File: config.mk
export PLATFORM = sky130hd
export DESIGN_NAME = reg_int_gen
export DESIGN_NICKNAME = d
export VERILOG_FILES = /design/src/rtl/reg_int_gen.sv
export SDC_FILE = /design/constraint.sdc
export NUM_CORES = 1
export LEC_CHECK = 0
export ABC_AREA = 1
export CORE_AREA = 2 2 248 250
export DETAILED_ROUTE_END_ITERATION = 16
export DIE_AREA = 0 0 250 252
export PLACE_DENSITY = 0.85
export SLEW_MARGIN = 20
export SYNTH_ARGS = -nofsm -noshare
export SYNTH_HDL_FRONTEND = slang
export SYNTH_SLANG_ARGS = --single-unit
File: constraint.sdc
create_clock -name Clk_reg -period 2.1 [get_ports Clk_reg]
set_input_delay 0.63 -clock Clk_reg [delete_from_list [all_inputs] [get_ports Clk_reg]]
set_output_delay 0.63 -clock Clk_reg [all_outputs]
set_load 0.05 [all_outputs]
File: src/rtl/reg_int_gen.sv
// reg_int_gen: CPU register interface for the 1GbE MAC.
//
// A bank of NUM_REGS configuration registers, each with its own reset value
// taken from REG_INIT. Registers flagged in PULSE_MASK are self-clearing: a
// written value lasts one cycle, then the register reloads its reset value.
// A write happens only on the rising edge of the write request, so a held
// access writes once. Three status words follow the bank. They drive a
// request/grant engine that copies one 32-bit RMON statistic into a snapshot
// register.
//
// Register map (word index = CA[ADDR_W-1:1]):
//   0..NUM_REGS-1  configuration registers
//   NUM_REGS       STAT_CTRL  write: statistic address, starts a read
//                             read : {overrun, timeout, done, busy}
//   NUM_REGS+1     STAT_LO    snapshot[DATA_W-1:0]
//   NUM_REGS+2     STAT_HI    snapshot[31:16] (reads 0 when DATA_W=32)
//   NUM_REGS+3     LOCK       only with REG_INT_WRITE_LOCK_EN, otherwise reads 0
//
// Optional feature macro: REG_INT_WRITE_LOCK_EN
//   When defined, the LOCK word resets to locked (reads 1). Writing 16'hA5C3
//   unlocks it; writing any other value locks it. While locked, writes to the
//   configuration registers are dropped.
//
// Ports:
//   Clk_reg       register clock
//   Reset_n       asynchronous active-low reset
//   CSB, WRB      chip select (active-low), 0=write / 1=read
//   CA, CD_in     byte address, write data
//   CD_out        registered read data (one cycle latency)
//   regs_out      flattened configuration registers, register i at [i*DATA_W +: DATA_W]
//   CPU_rd_addr   RMON statistic address
//   CPU_rd_apply  RMON read request
//   CPU_rd_grant  RMON grant; CPU_rd_dout is valid while high
//   CPU_rd_dout   RMON statistic data
//   stat_busy     statistic read in progress
module reg_int_gen #(
    parameter int unsigned                   NUM_REGS   = 35,
    parameter int unsigned                   DATA_W     = 16,
    parameter int unsigned                   ADDR_W     = 8,
    parameter logic [NUM_REGS*DATA_W-1:0]    REG_INIT   = '0,
    parameter logic [NUM_REGS-1:0]           PULSE_MASK = '0,
    parameter int unsigned                   STAT_AW    = 6,
    parameter int unsigned                   TIMEOUT    = 255
) (
    input  logic                       Clk_reg,
    input  logic                       Reset_n,
    input  logic                       CSB,
    input  logic                       WRB,
    input  logic [ADDR_W-1:0]          CA,
    input  logic [DATA_W-1:0]          CD_in,
    output logic [DATA_W-1:0]          CD_out,
    output logic [NUM_REGS*DATA_W-1:0] regs_out,
    output logic [STAT_AW-1:0]         CPU_rd_addr,
    output logic                       CPU_rd_apply,
    input  logic                       CPU_rd_grant,
    input  logic [31:0]                CPU_rd_dout,
    output logic                       stat_busy
);

    localparam int unsigned IDX_CTRL = NUM_REGS;
    localparam int unsigned IDX_LO   = NUM_REGS + 1;
    localparam int unsigned IDX_HI   = NUM_REGS + 2;
    localparam int unsigned IDX_LOCK = NUM_REGS + 3;
    localparam int unsigned CNT_W    = (TIMEOUT > 1) ? $clog2(TIMEOUT) : 1;
    localparam logic [CNT_W-1:0] CNT_LAST = CNT_W'(TIMEOUT - 1);

    typedef enum logic [1:0] {StIdle, StReq, StRel} stat_state_e;

    // Address decode and access strobes
    logic [ADDR_W-2:0] idx;
    int unsigned       idx_u;
    logic              unused_ca0;
    logic              wr_req, rd_req, wr_req_q, wr_pulse, cfg_wr_en;

    assign idx        = CA[ADDR_W-1:1];
    assign idx_u      = 32'(idx);
    assign unused_ca0 = CA[0];
    assign wr_req     = !CSB && !WRB;
    assign rd_req     = !CSB && WRB;
    assign wr_pulse   = wr_req && !wr_req_q;

    always_ff @(posedge Clk_reg or negedge Reset_n) begin
        if (!Reset_n) wr_req_q <= 1'b0;
        else          wr_req_q <= wr_req;
    end

`ifdef REG_INT_WRITE_LOCK_EN
    logic lock_q, lock_d;

    always_comb begin
        lock_d = lock_q;
        if (wr_pulse && idx_u == IDX_LOCK) lock_d = (CD_in[15:0] != 16'hA5C3);
    end

    always_ff @(posedge Clk_reg or negedge Reset_n) begin
        if (!Reset_n) lock_q <= 1'b1;
        else          lock_q <= lock_d;
    end

    assign cfg_wr_en = wr_pulse && !lock_q;
`else
    assign cfg_wr_en = wr_pulse;
`endif

    // Configuration bank
    logic [DATA_W-1:0] regs_q [NUM_REGS];
    logic [DATA_W-1:0] regs_d [NUM_REGS];

    always_comb begin
        for (int unsigned i = 0; i < NUM_REGS; i++) begin
            regs_d[i] = regs_q[i];
            // Self-clearing registers fall back to their reset value unless rewritten
            if (PULSE_MASK[i])                regs_d[i] = REG_INIT[i*DATA_W +: DATA_W];
            if (cfg_wr_en && idx_u == i)      regs_d[i] = CD_in;
        end
    end

    always_ff @(posedge Clk_reg or negedge Reset_n) begin
        if (!Reset_n) begin
            for (int unsigned i = 0; i < NUM_REGS; i++) begin
                regs_q[i] <= REG_INIT[i*DATA_W +: DATA_W];
            end
        end else begin
            regs_q <= regs_d;
        end
    end

    always_comb begin
        for (int unsigned i = 0; i < NUM_REGS; i++) begin
            regs_out[i*DATA_W +: DATA_W] = regs_q[i];
        end
    end

    // Statistic read engine
    stat_state_e        state_q, state_d;
    logic [CNT_W-1:0]   cnt_q, cnt_d;
    logic [STAT_AW-1:0] addr_q, addr_d;
    logic [31:0]        snap_q, snap_d;
    logic               done_q, done_d;
    logic               timeout_q, timeout_d;
    logic               overrun_q, overrun_d;
    logic               ctrl_wr;

    assign ctrl_wr = wr_pulse && idx_u == IDX_CTRL;

    always_comb begin
        state_d   = state_q;
        cnt_d     = cnt_q;
        addr_d    = addr_q;
        snap_d    = snap_q;
        done_d    = done_q;
        timeout_d = timeout_q;
        overrun_d = overrun_q;
        unique case (state_q)
            StIdle: begin
                if (ctrl_wr) begin
                    addr_d    = CD_in[STAT_AW-1:0];
                    done_d    = 1'b0;
                    timeout_d = 1'b0;
                    overrun_d = 1'b0;
                    cnt_d     = '0;
                    state_d   = StReq;
                end
            end
            StReq: begin
                cnt_d = cnt_q + CNT_W'(1);
                // Grant is checked first so it wins over a coincident timeout
                if (CPU_rd_grant) begin
                    snap_d  = CPU_rd_dout;
                    done_d  = 1'b1;
                    state_d = StRel;
                end else if (cnt_q == CNT_LAST) begin
                    timeout_d = 1'b1;
                    state_d   = StRel;
                end
                if (ctrl_wr) overrun_d = 1'b1;
            end
            StRel: begin
                if (ctrl_wr) overrun_d = 1'b1;
                state_d = StIdle;
            end
            default: state_d = StIdle;
        endcase
    end

    always_ff @(posedge Clk_reg or negedge Reset_n) begin
        if (!Reset_n) begin
            state_q   <= StIdle;
            cnt_q     <= '0;
            addr_q    <= '0;
            snap_q    <= '0;
            done_q    <= 1'b0;
            timeout_q <= 1'b0;
            overrun_q <= 1'b0;
        end else begin
            state_q   <= state_d;
            cnt_q     <= cnt_d;
            addr_q    <= addr_d;
            snap_q    <= snap_d;
            done_q    <= done_d;
            timeout_q <= timeout_d;
            overrun_q <= overrun_d;
        end
    end

    // Decoded from state so the request drops as soon as reset asserts
    assign CPU_rd_apply = (state_q == StReq);
    assign stat_busy    = (state_q != StIdle);
    assign CPU_rd_addr  = addr_q;

    // Read path
    logic [DATA_W-1:0] stat_hi;
    logic [DATA_W-1:0] rd_data;
    logic [DATA_W-1:0] cd_out_q, cd_out_d;

    if (DATA_W == 32) begin : g_hi32
        assign stat_hi = '0;
    end else begin : g_hi16
        assign stat_hi = snap_q[31:16];
    end

    always_comb begin
        rd_data = '0;
        for (int unsigned i = 0; i < NUM_REGS; i++) begin
            if (idx_u == i) rd_data = regs_q[i];
        end
        if (idx_u == IDX_CTRL) rd_data = DATA_W'({overrun_q, timeout_q, done_q, stat_busy});
        if (idx_u == IDX_LO)   rd_data = snap_q[DATA_W-1:0];
        if (idx_u == IDX_HI)   rd_data = stat_hi;
`ifdef REG_INT_WRITE_LOCK_EN
        if (idx_u == IDX_LOCK) rd_data = DATA_W'(lock_q);
`endif
    end

    always_comb begin
        cd_out_d = cd_out_q;
        if (rd_req) cd_out_d = rd_data;
    end

    always_ff @(posedge Clk_reg or negedge Reset_n) begin
        if (!Reset_n) cd_out_q <= '0;
        else          cd_out_q <= cd_out_d;
    end

    assign CD_out = cd_out_q;

endmodule

==> flow_summary_export.csv <==
group,metric,value,unit
run_status,status,"finished, violations left",
run_status,violations,"setup timing",
setup_path,cpPeakStageDelay,0.21,ns
clock_network,ctsHtreeMaxLevel,3,
finish,nNetsFinal,4545,
clock_network,numCtsBuffers,68,
logic_synthesis,synth.avg_cell_area,8.22,um^2
setup_path,r2r-start,"regs_out[12]$_DFFE_PN0P_",
routing,viasPerCell,5.76,
logic_synthesis,yosysWarnings,0,
routing,routedWlPerCell,23.8,um
floorplanning,core-area,60100,um^2
floorplanning,io_pins,645,
logic_synthesis,synth_edf_count,0,
sta,tns,-22.09,ns
finish,finalNonFillerCells,5311,
placement,port_buffers,643,
placement,placed_area,38200,um^2
logic_synthesis,synth_area,27600,um^2
global_route,grt_use_total,39.0,%
placement,post-place-cells,5159,
clock_network,clk_latency,0.61,ns
sta,final.period_utilization,177,%
routing,routed_wl,126,mm
power_and_ir_drop,power.density,771,nW/um^2
run,cap_viol_max_count,0,
logic_synthesis,synthFlopType,"dfrtp_1",
logic_synthesis,synth_top_area_share,57.0,%
finish,stdcell_area,41600,um^2
sta,drv_slew,0,
placement,hpwl,89.0,mm
routing,firstDrtPassIters,10,
sta,rsz0062_at_grt,"yes",
finish,areaGrowthSynthToFinish,50.7,%
clock_network,clk_pin_slew_worst_paths,0.06,ns
setup_path,crit_fanout,5,
logic_synthesis,synth_area_leader_cell,"dfrtp_1",
sta,setup_viol,16,
clock_network,postCtsHoldBufs,0,
worst_hold_path,hold_class,"in -> async",
floorplanning,rows,90,
global_route,antenna_found_initial,2,
logic_synthesis,synth.area.top_cells,"dfrtp_1 57%, nand2_1 16%, o21ai_0 11%",
routing,drt_iter0_markers,3723,
global_route,grt_max_degree,114,
setup_path,rr_worst_depth,23,
sta,setup_ws,-1.62,ns
global_route,grt_pass1_wl,184,mm
sta,clock_skew,0.0332,ns
logic_synthesis,yosysUniqueCellTypes,32,
setup_path,cpMostUsedCell,"nand4_1",
sta,worstMarginPinSlew,0.635,ns
setup_path,start_kind,"input port",
sta,fin_crit,3.72,ns
sta,fmax,0.269,GHz
clock_network,cts.sinks,628,
floorplanning,start_util,45.9,%
setup_path,cp.buffers_inverters,5,
logic_synthesis,synth_fp_nets,3422,
clock_network,cts_tree,"done",
floorplanning,dieArea,63000,um^2
sta,finalHoldViolCount,0,
clock_network,clk_path_buf_depth,3,
power_and_ir_drop,peakVddDrop,0.587,mV
setup_path,worstPathArrival,4.22,ns
logic_synthesis,synth_common_cells,"1166 x nand2_1, 628 x dfrtp_1, 587 x o21ai_0",
clock_network,clockRootBuffer,"clkbuf_16",
setup_path,r2r-end,"CD_out[12]$_DFFE_PN0P_",
sta,relSlewSlack,57.7,%
routing,dr_total_vias,30600,
power_and_ir_drop,p_leak,0.0209,uW
logic_synthesis,synth-seq-cells,628,
setup_path,critPathTopFamily,"simple AND/OR/NAND/NOR gates",
logic_synthesis,yosysSeqAreaShare,57.0,%
routing,drc_errors,0,
setup_path,r2r_slack,-1.61,ns
global_route,grt_pass1_vias,29500,
placement,routabilityCongestion,0.997,
setup_path,end_kind,"register",
floorplanning,die_w,250,um
setup_path,cp.required,2.60,ns
finish,drive_gt1_share,34.6,%
logic_synthesis,synth_most_common_cell,"nand2_1",
logic_synthesis,async_reset_ff_share,100,%
setup_path,cpMaxStageDelayCell,"nor2_2",
logic_synthesis,syn_inst,3357,
setup_path,crit_type,"in -> reg",
routing,postRouteAntennaNets,0,
floorplanning,die_h,252,um
global_route,overflow,0,
==> sequential cells by signal (all words and copies together), names as in the netlist <==
signal / cells
CD_out: 16
CPU_rd_addr: 6
cnt_q: 8
done_q: 1
overrun_q: 1
regs_out: 560
snap_q: 32
state_q: 2
timeout_q: 1
wr_req_q: 1
==> report_power, final <==
group | switching, uW | internal [uW] | total (uW)
Combinational | 3710 | 2040 | 5750
Clock | 5060 | 7570 | 12600
Sequential | 723 | 13000 | 13700
==> per-layer routing <==
layer / GRT usage (%) / share of wire (%) / up-vias
met5: 0 / 0.021 / -
met4: 27.8 / 8.0 / 4
met3: 9.80 / 13 / 614
met2: 59.0 / 44 / 2509
met1: 49.1 / 35 / 14500
li1: - / - / 13000
==> layout make-up <==
cell class,instances,area [um^2]
Antenna cell,1,2.50
Clock buffer,94,1980
Clock inverter,24,342
Fill cell,4373,18600
Inverter,228,921
Multi-Input combinational cell,2298,10900
Sequential cell,628,15700
Tap cell,782,978
Timing Repair Buffer,1256,10700
==> layout by cell type, fill, tap and decap left out, drive strengths merged, types with 42 or more instances in the layout <==
cell type,n
a21oi,42
dfrtp,628
nand4,117
clkdlybuf4s50,49
nand2,1166
inv,224
o21ai,590
buf,1205
nor2,267
clkbuf,94
==> timing repair <==
action | CTS | global route
setup buffers | 25 | 16
pin swaps | 89 | 113
resized for setup | 168 | 123
setup endpoints to repair | 393 | 134
==> metrics by stage <==
| step | setup WS (ns) | hold WS (ns) | utilization (%) | total power [uW] |
|---|---|---|---|---|
| finish | -1.62 | 0.0496 | 69.1 | 32100 |
| global route | -1.66 | 0.0447 | 69.1 | 32900 |
| CTS | -1.59 | 0.0295 | 68.4 | 31900 |
| detailed placement | -2.75 | 0.474 | 63.5 | 19200 |
| global placement | -2.76 | 0.466 | 63.5 | 19100 |
| floorplan | -0.571 | 0.334 | - | 16500 |
==> cells by family (layout without fill, tap and decap cells) <==
logic type      count (synthesis)  count (layout)  synth area share, %
compound gates                638             638                 11.6
mux                            32              32                 1.31
buf+inv                       431            1602                 5.98
other cells                     0               1                    0
fa+ha+maj                       4               4                0.181
flops                         628             628                 57.0
simple gates                 1624            1624                 23.9
==> worst max path at each step <==
stage | start | to | slack [ns] | depth (start not counted)
floorplan | CA[6] | CD_out[1]$_DFFE_PN0P_ | -0.57 | 23
global placement | CA[6] | CD_out[12]$_DFFE_PN0P_ | -2.76 | 27
detailed placement | CA[3] | CD_out[12]$_DFFE_PN0P_ | -2.75 | 29
CTS | regs_out[12]$_DFFE_PN0P_ | CD_out[12]$_DFFE_PN0P_ | -1.59 | 23
global route | CA[2] | CD_out[1]$_DFFE_PN0P_ | -1.66 | 29
finish | CA[2] | CD_out[12]$_DFFE_PN0P_ | -1.62 | 29
Power figures use the tool's default switching activity.
